**config.mk**
```make
export PLATFORM = sky130hd
export DESIGN_NAME = swbox_cfg_loader_flat
export DESIGN_NICKNAME = d
export VERILOG_FILES = /design/src/rtl/swbox_cfg_pkg.sv /design/src/rtl/swbox_cfg_if.sv /design/src/rtl/swbox_cfg_word_check.sv /design/src/rtl/swbox_cfg_loader.sv /design/src/flat_wrapper.sv
export SDC_FILE = /design/constraint.sdc
export NUM_CORES = 1
export LEC_CHECK = 0
export CAP_MARGIN = 15
export CORE_UTILIZATION = 50
export DETAILED_ROUTE_END_ITERATION = 12
export PLACE_DENSITY = 0.76
export SYNTH_ARGS = -nofsm -noshare
export SYNTH_HDL_FRONTEND = slang
export SYNTH_SLANG_ARGS = --single-unit
```
**constraint.sdc**
```tcl
create_clock -name clk -period 2.3 [get_ports clk]
set_input_delay 0.23 -clock clk [delete_from_list [all_inputs] [get_ports clk]]
set_output_delay 0.23 -clock clk [all_outputs]
set_load 0.005 [all_outputs]
```
**src/rtl/swbox_cfg_pkg.sv**
```systemverilog
// Shared constants and types for the switch-box serial config loader.
// Imported by the interface, the word checker and the loader top.
package swbox_cfg_pkg;

  localparam int NTOP  = 5;
  localparam int NSIDE = 4;
  localparam int CW    = 6;
  localparam int NENT  = 2 * NTOP + 2 * NSIDE;
  localparam int BUSW  = NENT * CW;

  localparam logic [7:0] SYNC = 8'hA5;

  localparam int TOP_BASE   = 0;
  localparam int BOT_BASE   = 5;
  localparam int LEFT_BASE  = 10;
  localparam int RIGHT_BASE = 14;

  localparam int HDR_BITS  = 8;
  localparam int DATA_BITS = NENT * CW;
  localparam int CHK_BITS  = CW;

  typedef enum logic [2:0] {
    SIDE_OFF    = 3'd0,
    SIDE_TOP    = 3'd1,
    SIDE_RIGHT  = 3'd2,
    SIDE_BOTTOM = 3'd3,
    SIDE_LEFT   = 3'd4
  } side_e;

  localparam logic [1:0] ST_IDLE = 2'd0;
  localparam logic [1:0] ST_HDR  = 2'd1;
  localparam logic [1:0] ST_DATA = 2'd2;
  localparam logic [1:0] ST_CHK  = 2'd3;

endpackage

```
**src/rtl/swbox_cfg_if.sv**
```systemverilog
// Serial config input plus committed config bus and status pulses.
// The master drives the bitstream; the loader is the slave.
interface swbox_cfg_if;
  import swbox_cfg_pkg::*;

  logic            cfg_start;
  logic            cfg_valid;
  logic            cfg_din;
  logic [BUSW-1:0] cfg_bus;
  logic            busy;
  logic            done;
  logic            err;

  modport master (
    output cfg_start,
    output cfg_valid,
    output cfg_din,
    input  cfg_bus,
    input  busy,
    input  done,
    input  err
  );

  modport slave (
    input  cfg_start,
    input  cfg_valid,
    input  cfg_din,
    output cfg_bus,
    output busy,
    output done,
    output err
  );

endinterface

```
**src/rtl/swbox_cfg_word_check.sv**
```systemverilog
// Legality of one routing word: source side must exist and the
// source index must fall inside that side's pin count.
module swbox_cfg_word_check
  import swbox_cfg_pkg::*;
(
  input  logic [CW-1:0] i_word,
  output logic          o_legal
);

  logic [2:0] w_side;
  logic [2:0] w_idx;

  assign w_side = i_word[2:0];
  assign w_idx  = i_word[CW-1:3];

  always_comb begin
    o_legal = 1'b0;
    unique case (w_side)
      SIDE_OFF:
        o_legal = 1'b1;
      SIDE_TOP, SIDE_BOTTOM:
        o_legal = (w_idx < 3'(NTOP));
      SIDE_RIGHT, SIDE_LEFT:
        o_legal = (w_idx < 3'(NSIDE));
      default:
        o_legal = 1'b0;
    endcase
  end

endmodule

```
**src/rtl/swbox_cfg_loader.sv**
```systemverilog
// Framed MSB-first config loader: sync, 18 words, XOR checksum.
// Words are staged and only committed to cfg_bus if every check passes.
module swbox_cfg_loader
  import swbox_cfg_pkg::*;
(
  input logic        clk,
  input logic        rst,
  swbox_cfg_if.slave bus
);

  logic [1:0]      r_st;
  logic [6:0]      r_cnt;
  logic [2:0]      r_bit;
  logic [4:0]      r_widx;
  logic [6:0]      r_sh;
  logic [CW-1:0]   r_x;
  logic            r_ill;
  logic            r_done;
  logic            r_err;
  logic [BUSW-1:0] r_stg;
  logic [BUSW-1:0] r_bus;

  logic [7:0]      w_byte;
  logic [CW-1:0]   w_word;
  logic            w_legal;
  logic            w_take;
  logic            w_wend;

  assign w_byte = {r_sh, bus.cfg_din};
  assign w_word = w_byte[CW-1:0];
  assign w_take = bus.cfg_valid && !bus.cfg_start
                  && (r_st != ST_IDLE);
  assign w_wend = (r_bit == 3'(CW - 1));

  swbox_cfg_word_check u_chk (
    .i_word  (w_word),
    .o_legal (w_legal)
  );

  always_ff @(posedge clk) begin
    if (rst) begin
      r_st   <= ST_IDLE;
      r_cnt  <= '0;
      r_bit  <= '0;
      r_widx <= '0;
      r_sh   <= '0;
      r_x    <= '0;
      r_ill  <= 1'b0;
      r_done <= 1'b0;
      r_err  <= 1'b0;
      r_stg  <= '0;
      r_bus  <= '0;
    end else begin
      r_done <= 1'b0;
      r_err  <= 1'b0;
      // a start always wins, even over a valid bit in the same cycle
      if (bus.cfg_start) begin
        r_st   <= ST_HDR;
        r_cnt  <= '0;
        r_bit  <= '0;
        r_widx <= '0;
        r_x    <= '0;
        r_ill  <= 1'b0;
      end else if (w_take) begin
        r_sh  <= w_byte[6:0];
        r_cnt <= r_cnt + 7'd1;
        unique case (r_st)
          ST_HDR: begin
            if (r_cnt == 7'(HDR_BITS - 1)) begin
              r_cnt <= '0;
              if (w_byte == SYNC) begin
                r_st <= ST_DATA;
              end else begin
                r_st  <= ST_IDLE;
                r_err <= 1'b1;
              end
            end
          end
          ST_DATA: begin
            r_bit <= w_wend ? 3'd0 : r_bit + 3'd1;
            if (w_wend) begin
              for (int k = 0; k < NENT; k++) begin
                if (r_widx == 5'(k))
                  r_stg[k*CW +: CW] <= w_word;
              end
              r_x    <= r_x ^ w_word;
              r_ill  <= r_ill | !w_legal;
              r_widx <= r_widx + 5'd1;
            end
            if (r_cnt == 7'(DATA_BITS - 1)) begin
              r_cnt <= '0;
              r_st  <= ST_CHK;
            end
          end
          ST_CHK: begin
            if (r_cnt == 7'(CHK_BITS - 1)) begin
              r_cnt <= '0;
              r_st  <= ST_IDLE;
              if ((w_word == r_x) && !r_ill) begin
                r_bus  <= r_stg;
                r_done <= 1'b1;
              end else begin
                r_err  <= 1'b1;
              end
            end
          end
          default: begin
            r_st <= ST_IDLE;
          end
        endcase
      end
    end
  end

  assign bus.cfg_bus = r_bus;
  assign bus.busy    = (r_st != ST_IDLE);
  assign bus.done    = r_done;
  assign bus.err     = r_err;

endmodule

```
**src/flat_wrapper.sv**
```systemverilog
// flat-port wrapper written by rule: the top's interface ports become plain ports
module swbox_cfg_loader_flat import swbox_cfg_pkg::*;
  (clk, rst, bus_cfg_start, bus_cfg_valid, bus_cfg_din, bus_cfg_bus, bus_busy, bus_done, bus_err);
  swbox_cfg_if bus_i ();
  input logic clk;
  input logic rst;
  input wire logic [$bits(bus_i.cfg_start)-1:0] bus_cfg_start;
  input wire logic [$bits(bus_i.cfg_valid)-1:0] bus_cfg_valid;
  input wire logic [$bits(bus_i.cfg_din)-1:0] bus_cfg_din;
  output wire logic [$bits(bus_i.cfg_bus)-1:0] bus_cfg_bus;
  output wire logic [$bits(bus_i.busy)-1:0] bus_busy;
  output wire logic [$bits(bus_i.done)-1:0] bus_done;
  output wire logic [$bits(bus_i.err)-1:0] bus_err;
  assign bus_i.cfg_start = bus_cfg_start;
  assign bus_i.cfg_valid = bus_cfg_valid;
  assign bus_i.cfg_din = bus_cfg_din;
  assign bus_cfg_bus = bus_i.cfg_bus;
  assign bus_busy = bus_i.busy;
  assign bus_done = bus_i.done;
  assign bus_err = bus_i.err;
  swbox_cfg_loader u_core (.clk(clk), .rst(rst), .bus(bus_i));
endmodule
```
Word level (Yosys, flattened, before mapping)
Cells that the tools add are included.
{"block": "totals", "regBits": 249, "output_inout_bits": 111, "wordCells": 134}
{"block": "op_classes", "addsub": 3, "reduce_logical": 39, "n_lt_le_gt_ge": 2, "n_bitwise": 6, "mux": 19, "n_eq_ne": 36}
{"operator": "AND reduction 5 bit", "n": 19}
{"operator": "equality test 5 x 4 -> 1 bit, second input constant", "n": 8}
{"operator": "two-way mux 7 bit", "n": 3}
{"operator": "one-hot mux 7 bit (3 select lines)", "n": 1}
{"operator": "equality test 5 x 3 -> 1 bit, second input constant", "n": 4}
{"operator": "equality test 7 x 3 -> 1 bit, second input constant", "n": 2}
{"operator": "equality test 5 x 2 -> 1 bit, second input constant", "n": 2}
{"operator": "equality test 5 bit, second input constant", "n": 2}
{"operator": "!= test 3 x 2 -> 1 bit, second input constant", "n": 3}
{"operator": "equality test 8 bit, second input constant", "n": 1}
{"operator": "two-way mux 2 bit", "n": 4}
{"operator": "AND reduction 4 bit", "n": 2}
{"operator": "adder 7 x 1 -> 7 bit, second input constant", "n": 1}
{"operator": "equality test 7 bit, second input constant", "n": 1}
{"operator": "two-way mux 1 bit", "n": 7}
{"operator": "equality test 3 x 2 -> 1 bit, second input constant", "n": 2}
{"operator": "equality test 3 bit, second input constant", "n": 2}
{"operator": "equality test 6 bit", "n": 1}
{"operator": "< comparator 3 bit, second input constant", "n": 2}
{"operator": "!= test 2 x 1 -> 1 bit, second input constant", "n": 3}
{"operator": "one-hot mux 2 bit (3 select lines)", "n": 1}
{"operator": "OR reduction 2 bit", "n": 3}
{"operator": "bitwise XOR 6 bit", "n": 1}
{"operator": "adder 5 x 1 -> 5 bit, second input constant", "n": 1}
{"operator": "other kinds (19)", "n": 29}

Logic depth before layout (Yosys ltp)
Gate-level depths: netlist of run 1.
{"block": "logic_depth", "ltp_word": 6, "ltp_mapped": 10, "mapped_depth_nobuf": 7}

Cells and area by module
From an unflattened synthesis of run 1, not the netlist that was laid out.
{"block": "hier_totals", "hier_cells": 1059, "hier_area_um2": 9320.2}
{"module": "swbox_cfg_loader", "n_inst": 1, "area_per_inst_um2": 9292.7, "seq_area_each_um2": 4984.8, "cells_each": 1055}
{"module": "swbox_cfg_word_check", "n_inst": 1, "area_per_inst_um2": 27.5, "seq_area_each_um2": 0.0, "cells_each": 4}

Worst setup path after synthesis of run 1
No wires, ideal clock.
{"block": "synth_path", "path_kind": "reg2reg", "from": "register u_core.r_cnt[3]", "to": "register u_core.r_bus[45], in the netlist u_core.bus.cfg_bus[45]", "synth_period_minus_slack_ns": 2.194, "setup_time_ns": 0.132, "path_slack_ns": 0.106, "path_stages_with_launch": 10, "arrival_ns": 2.062, "required_ns": 2.168, "cell_sequence": "dfxtp_1 buf_2 or4_4 nor3_2 or4b_1 buf_2 buf_6 buf_6 nand2_1 a21oi_1"}
{"block": "synth_between", "elab_chain_len": 2}
{"item": "from (decl)", "line": "swbox_cfg_loader.sv:12", "text": "logic [6:0] r_cnt;"}
{"item": "from (signal assigned)", "line": "swbox_cfg_loader.sv:66", "text": "r_cnt <= r_cnt + 7'd1;"}
{"item": "equality test 7 x 3 -> 1 bit", "line": "swbox_cfg_loader.sv:96", "text": "if (r_cnt == 7'(CHK_BITS - 1)) begin"}
{"item": "AND reduction 5 bit (no source line)"}
{"item": "to (signal assigned)", "line": "swbox_cfg_loader.sv:100", "text": "r_bus <= r_stg;"}
{"item": "to (decl)", "line": "swbox_cfg_loader.sv:21", "text": "logic [BUSW-1:0] r_bus;"}
Every way passes these cells.
A chain may end at the register's enable or synchronous reset.

Final worst setup path of run 1
{"block": "layout_path", "from": "register u_core.r_st[1]", "to": "register u_core.r_stg[18]"}
{"block": "layout_between", "elab_chain_len": 3, "word_cells_on_any_way": 4, "cone_classes": "eq/ne (1); reduce/logical (3)"}
{"item": "from (decl)", "line": "swbox_cfg_loader.sv:11", "text": "logic [1:0] r_st;"}
{"item": "from (signal assigned)", "line": "swbox_cfg_loader.sv:42", "text": "r_st <= ST_IDLE;"}
{"item": "from (signal assigned)", "line": "swbox_cfg_loader.sv:58", "text": "r_st <= ST_HDR;"}
{"item": "from (signal assigned)", "line": "swbox_cfg_loader.sv:72", "text": "r_st <= ST_DATA;"}
{"item": "nonzero test 2 bit", "line": "swbox_cfg_loader.sv:32", "text": "&& (r_st != ST_IDLE);"}
{"item": "logical AND 1 bit", "line": "swbox_cfg_loader.sv:32"}
{"item": "AND reduction 5 bit (no source line) (*)"}
{"item": "to (signal, indexed assignment)", "line": "swbox_cfg_loader.sv:84", "text": "r_stg[k*CW +: CW] <= w_word;"}
{"item": "to (decl)", "line": "swbox_cfg_loader.sv:20", "text": "logic [BUSW-1:0] r_stg;"}
Mark *: on every way between the ends. The rest lies on a longest branch, timed or not.

==> impl_metrics.json, run 1 <==
{
  "antenna_cells": 0,
  "rows": 49,
  "drive_above_1_share": 0.0961,
  "cap_violations": 0,
  "root_buffer": "clkbuf_16",
  "io_pins": 116,
  "die_w_um": 139,
  "synth_cells": 1074,
  "areaGrowthSynthToFinish_pct": 26.7,
  "timing.critical_path.max_delay_family": "simple AND/OR/NAND/NOR gates",
  "hold_viol": 0,
  "firstDrtPassIters": 11,
  "nNetsFinal": 1215,
  "fin_crit_ns": 2.20,
  "slew_headroom": 0.543,
  "cts_tree": "built",
  "synth_edf_count": 0,
  "crit_path_end": "u_core.r_stg[18]",
  "crit_chain": "inv_1 > ha_1 > and4bb_2 > nand2_1 > or4_1 > buf_4 > mux2i_1 > nor2_1",
  "die_h_um": 139,
  "finalWeightedCongestion": 0.827,
  "synthArstFlopShare": 0,
  "grt_max_degree": 151,
  "critPathCaptureType": "register",
  "ys_ff_latch": 249,
  "rsz0062_at_grt": "false",
  "antenna_left": 0,
  "clock.fmax_mhz": 455,
  "grt_pass1_vias": 7083,
  "r2r-start": "u_core.r_st[1]",
  "synth-main-ff-cell": "dfxtp_1",
  "h-tree-depth": 1,
  "syn_area_sq_um": 9390,
  "failed_checks": "DRC",
  "path_max_fanout": 6,
  "worst_hold_path_type": "in2reg",
  "drc_errors": 11,
  "worstPathArrival_ns": 2.58,
  "finalMaxSlewViolations": 0,
  "synth_cell_types": 42,
  "finClkSkew_ns": 0.00765,
  "tightest_slew_ns": 0.686,
  "dr_total_vias": 7590,
  "synth_fp_nets": 1090,
  "fin_crit_sh": 0.956,
  "hpwlAfterDp_um": 13600,
  "drt_wl_total_um": 22000,
  "cts_inserted_buffers": 25,
  "antenna_found_initial": 0,
  "r2r-end": "u_core.r_stg[18]",
  "ir_worst_vdd_v": 0.000639,
  "crit_path_start": "u_core.r_st[1]",
  "io_buffers": 115,
  "syn_avg_cell_area_sq_um": 8.74,
  "drt_iter0_drc": 493,
  "placed_cells": 1400,
  "crit_buf_inv": 2,
  "p_leak_nw": 4.38,
  "r2r_slack_ns": 0.10,
  "crit_cells": 8,
  "cpMaxStageDelayCell": "or4_1",
  "clk_path_buf_depth": 3,
  "grt_pass1_wl_um": 35700,
  "finalSetupViolCount": 0,
  "cp.required_ns": 2.68,
  "clkLatencyLatePin_ns": 0.52,
  "outcome": "finished, violations left",
  "ys_seq_area_frac": 0.531,
  "wl_per_cell_um": 15.2,
  "cts.sinks": 249,
  "viasPerCell": 5.25,
  "reg2reg_depth": 8,
  "start_util": 0.516,
  "critPathMaxStageDelay_ns": 0.57,
  "dieArea_sq_um": 19300,
  "yosysWarningCount": 0,
  "start_kind": "register",
  "timing_worst_setup_path_type": "reg2reg",
  "track_usage": 0.224,
  "p_total_w": 0.00862,
  "power_density_nw_per_um2": 724,
  "path_clk_slew_ns": 0.06,
  "finalNonFillerCells": 1447,
  "coreArea_sq_um": 18200,
  "overflow": 0
}
## Yosys cell counts (5+ instances only)
master | count | area share
a21oi_1 | 124 | 0.066
clkbuf_1 | 64 | 0.026
dfxtp_1 | 249 | 0.53
ha_1 | 11 | 0.015
inv_1 | 11 | 0.0044
mux2i_1 | 109 | 0.12
nand2_1 | 263 | 0.11
nand2b_1 | 6 | 0.0040
nand3_1 | 15 | 0.0080
nand4_1 | 6 | 0.0040
nor2_1 | 133 | 0.053
nor3_2 | 6 | 0.0064
nor4_1 | 5 | 0.0033
o21ai_0 | 5 | 0.0027
xnor2_1 | 5 | 0.0047
xor2_1 | 10 | 0.0093
## power breakdown
part           switching (W)  leakage [nW]  internal, W
Sequential        0.00000207          2.00      0.00431
Combinational       0.000109          1.96    0.0000343
Clock                0.00167         0.422      0.00249
## sequential cells by signal, indices dropped and copies added (netlist names)
name and cells:
u_core.r_sh 7, u_core.r_x 6, u_core.r_ill 1, u_core.r_bit 3
u_core.bus.cfg_bus 108, u_core.bus.err 1, u_core.r_stg 108, u_core.r_cnt 7
u_core.bus.done 1, u_core.r_widx 5, u_core.r_st 2
## worst reg2reg max path, stage by stage, from the launching register on
cell,delay [ns]
dfxtp_1,0.37
inv_1,0.08
ha_1,0.20
and4bb_2,0.34
nand2_1,0.08
or4_1,0.57
buf_4,0.21
mux2i_1,0.16
nor2_1,0.06
## area by class of cell
class | instances | area [sq um]
multi-input cells | 739 | 4060
clock inverters | 7 | 92.6
repair buffers | 173 | 1680
inverters | 11 | 41.3
clock buffers | 39 | 758
flip-flops and latches | 249 | 4990
fillers | 1503 | 6310
well taps | 229 | 287
## repair_timing
| action | in CTS | in global routing |
|---|---|---|
| gates resized for setup | 0 | 2 |
| endpoints found under the setup margin | 0 | 15 |
| hold buffers | 0 | 0 |
| endpoints found under the hold margin | 0 | 0 |
| buffers inserted | 0 | 1 |
## how the worst min path moves through the flow
stage / start / end / slack [ns] / cells after the start
final: rst / u_core.r_stg[95] / 0.02 / 2
after CTS: rst / u_core.r_stg[94] / 0.01 / 2
after floorplan: bus_cfg_start / u_core.r_st[0] / 0.41 / 2
after global routing: rst / u_core.r_stg[93] / 0.02 / 2
after detailed placement: u_core.bus.cfg_bus[60] / u_core.bus.cfg_bus[60] / 0.44 / 2
after global placement: u_core.bus.cfg_bus[51] / u_core.bus.cfg_bus[51] / 0.44 / 2
## layout by cell type (no fill, tap or decap), types with 2 or more instances in the layout
master	instances
nand2_1	263
dfxtp_1	248
nor2_1	133
a21oi_1	124
clkdlybuf4s50_1	114
mux2i_1	109
buf_4	51
clkbuf_16	25
nand3_1	15
inv_1	11
ha_1	11
xor2_1	10
clkbuf_8	8
nor3_2	7
buf_12	7
nand2b_1	6
nand4_1	6
clkbuf_1	6
xnor2_1	5
nor4_1	5
o21ai_0	5
and3_1	4
or2_2	4
a31oi_1	4
nand4b_1	3
nor3_1	3
nor2b_1	3
clkinv_2	3
nor3b_1	2
nor4b_1	2
or4_1	2
inv_6	2
bufinv_16	2
## layer usage
layer	wire (um)	vias up	global-route usage
met5	0	-	0
met4	289	0	0.0567
met3	1330	23	0.0349
met2	10300	215	0.376
met1	10100	3584	0.301
li1	-	3768	-
## through the flow
step	hold WS [ns]	TNS [ns]	instance area [sq um]	worst slack [ns]	util
after global routing	0.0241	0	11900	0.00960	0.653
after floorplan	0.410	0	9390	0.106	-
after global placement	0.439	-7.76	11000	-0.0951	0.606
after detailed placement	0.445	-10.67	11000	-0.139	0.606
final	0.0220	0	11900	0.101	0.653
after CTS	0.0150	0	11900	0.0409	0.653
## cells by family after synthesis
kind of cell               Yosys count  share of synthesized area
buffers and inverters               86                     0.0380
xor gates and xnor gates            15                     0.0140
muxes                              109                      0.116
AOI/OAI and AO/OA                  138                     0.0754
and+or+nand+nor                    466                      0.211
adders and majority gates           11                     0.0147
DFF                                249                      0.531
(Power assumes the default switching activity.)
==> run 2: changes to the inputs <==
--- a/config.mk
+++ b/config.mk
@@ -7,8 +7,10 @@
 export LEC_CHECK = 0
 export CAP_MARGIN = 15
 export CORE_UTILIZATION = 50
+export CTS_CLUSTER_DIAMETER = 80
 export DETAILED_ROUTE_END_ITERATION = 12
 export PLACE_DENSITY = 0.76
 export SYNTH_ARGS = -nofsm -noshare
 export SYNTH_HDL_FRONTEND = slang
+export SYNTH_HIERARCHICAL = 1
 export SYNTH_SLANG_ARGS = --single-unit
==> run 2 against run 1 <==
  * The flow still finishes with violations (DRC)
  * Clock-buffer cell count is 7 lower
  * Via count rose by 0.33%
  * Register-to-register slack worse by 0.09 ns
  * Clock skew is 0.010 ns higher
  * Utilization is 1.1 points higher
  * Final cell count decreased by 0.41%
  * Die area fell by 0.75%
  * Global-route usage grew 0.069 points
  * Critical endpoint is now u_core/bus.cfg_bus[56]
  * Highest routed layer unchanged
==> impl_metrics.json, run 2 <==
{
  "hold_viol": 0,
  "firstDrtPassIters": 10,
  "post_synth_xor_area_fraction": 0.0150,
  "synth_cells": 1059,
  "ir_worst_vdd_v": 0.000501,
  "drt_wl_total_um": 22200,
  "coreArea_sq_um": 18100,
  "track_usage": 0.225,
  "dr_total_vias": 7615,
  "p_total_w": 0.00861,
  "synth_cell_types": 44,
  "clkLatencyLatePin_ns": 0.52,
  "synth_edf_count": 0,
  "hpwlAfterDp_um": 13400,
  "clock.fmax_mhz": 437,
  "final_cell_mix": "nand2_1, dfxtp_1, nor2_1",
  "critPathCaptureType": "register",
  "synthMuxAreaShare": 0.117,
  "synth_compound_area_frac": 0.0777,
  "placed_cell_area_sq_um": 11000,
  "grt_pass1_vias": 7136,
  "syn_area_sq_um": 9320,
  "cts.sinks": 249,
  "yosysWarningCount": 6,
  "clk_path_buf_depth": 3,
  "ys_ff_latch": 249,
  "antenna_found_initial": 0,
  "die_w_um": 139,
  "synth_common_cells": "nand2_1, dfxtp_1, nor2_1, a21oi_1, mux2i_1",
  "tightest_slew_ns": 0.743,
  "timing_worst_setup_path_type": "reg2reg",
  "start_kind": "register",
  "finClkSkew_ns": 0.0177,
  "areaGrowthSynthToFinish_pct": 29.0,
  "grt_pass1_wl_um": 35700,
  "post-route-util": 0.665,
  "cts_tree": "built",
  "viasPerCell": 5.28,
  "synth_fp_nets": 1075,
  "placed_cells": 1389,
  "outcome": "finished, violations left",
  "finalSetupViolCount": 0,
  "path_clk_slew_ns": 0.06,
  "power_density_nw_per_um2": 716,
  "drt_iter0_drc": 454,
  "syn_avg_cell_area_sq_um": 8.80,
  "r2r_slack_ns": 0.01,
  "rows": 49,
  "synth_top_family_by_area": "simple AND/OR/NAND/NOR gates",
  "drive_above_1_share": 0.111,
  "cap_violations": 0,
  "finalMaxSlewViolations": 0,
  "synthArstFlopShare": 0,
  "drc_errors": 12,
  "finalInstanceArea_sq_um": 12000,
  "dieArea_sq_um": 19200,
  "nNetsFinal": 1211,
  "finalHoldWorstSlack_ns": 0.448,
  "root_buffer": "clkbuf_16",
  "h-tree-depth": 1,
  "path_max_fanout": 57,
  "worstPathArrival_ns": 2.65,
  "synth-simple-area-share": 0.204,
  "yosys.area.top_type": "dfxtp_1",
  "wl_per_cell_um": 15.4,
  "synthAdderAreaFrac": 0.0148,
  "rsz0062_at_grt": "true",
  "fin_crit_ns": 2.29,
  "finalNonFillerCells": 1441,
  "io_buffers": 115,
  "synth-main-ff-cell": "dfxtp_1",
  "cp.required_ns": 2.66,
  "yosys-top-cells-area": "dfxtp_1, mux2i_1, nand2_1, a21oi_1, nor2_1",
  "antenna_cells": 0,
  "slew_headroom": 0.505,
  "synth.most_common_cell": "nand2_1",
  "ys_seq_area_frac": 0.535,
  "start_util": 0.515,
  "die_h_um": 139,
  "fin_crit_sh": 0.995,
  "overflow": 0,
  "finalWeightedCongestion": 0.760,
  "grt_max_degree": 151,
  "io_pins": 116,
  "layout_commonest_cell": "nand2_1",
  "p_leak_nw": 4.46,
  "failed_checks": "DRC",
  "worst_hold_path_type": "reg2reg",
  "synth_top_area_frac": 0.535,
  "antenna_left": 0,
  "cts_inserted_buffers": 24
}
==> run 2: final cells by class <==
type,instances,area (sq um)
clock buffer,32,661
clock inverter,11,178
fill,1432,6070
inverter,9,33.8
multi-input combinational,729,4080
sequential,249,4990
tap,229,287
timing repair buffer,182,1800
==> run 2: power by group <==
group	internal (W)	switching [W]
Combinational	0.0000453	0.000114
Clock	0.00248	0.00165
Sequential	0.00431	0.00000116
==> run 2: kinds of logic (layout without fill, tap and decap cells) <==
family / after synthesis / count (layout)
buf+inv: 81 / 234
compound gates: 140 / 140
flops: 249 / 249
fa+ha+maj: 11 / 11
mux: 109 / 109
simple gates: 453 / 453
xor+xnor: 16 / 16
==> run 2: stage by stage <==
| step | TNS, ns | setup slack [ns] |
|---|---|---|
| after floorplan | -0.855 | -0.0498 |
| after global placement | -5.18 | -0.0757 |
| after detailed placement | -7.10 | -0.147 |
| after CTS | 0 | 0.00967 |
| after global routing | -1.43 | -0.0561 |
| final | 0 | 0.0116 |
==> run 2: final timing paths <==
kind / from / end / cells after the start
worst max-delay path: u_core/r_cnt[6] / u_core/bus.cfg_bus[56] / 6
worst min-delay path: u_core/bus.cfg_bus[26] / u_core/bus.cfg_bus[26] / 2
worst min register to register: u_core/bus.cfg_bus[26] / u_core/bus.cfg_bus[26] / 2
worst max register to register: u_core/r_cnt[6] / u_core/bus.cfg_bus[56] / 6
==> run 2: what timing repair did <==
action	CTS	global route
gates cloned	0	3
hold endpoints to repair	4	0
gates resized for setup	2	25
buffers inserted	0	5
setup endpoints to repair	3	138
pin swaps	0	8
hold buffers	1	0
==> run 2: per-layer routing <==
metal | global-route usage | share of wire | up-vias
li1 | - | - | 3743
met1 | 0.304 | 0.46 | 3665
met2 | 0.379 | 0.48 | 182
met3 | 0.0331 | 0.047 | 25
met4 | 0.0520 | 0.013 | 0
met5 | 0 | 0 | -
==> run 2: worst max-delay path, cell delays in order, from the launching register on <==
cell	delay (ns)
dfxtp_2	0.32
or4_4	0.53
or3_4	0.39
or4_4	0.48
buf_12	0.21
nand2_1	0.11
a21oi_1	0.07
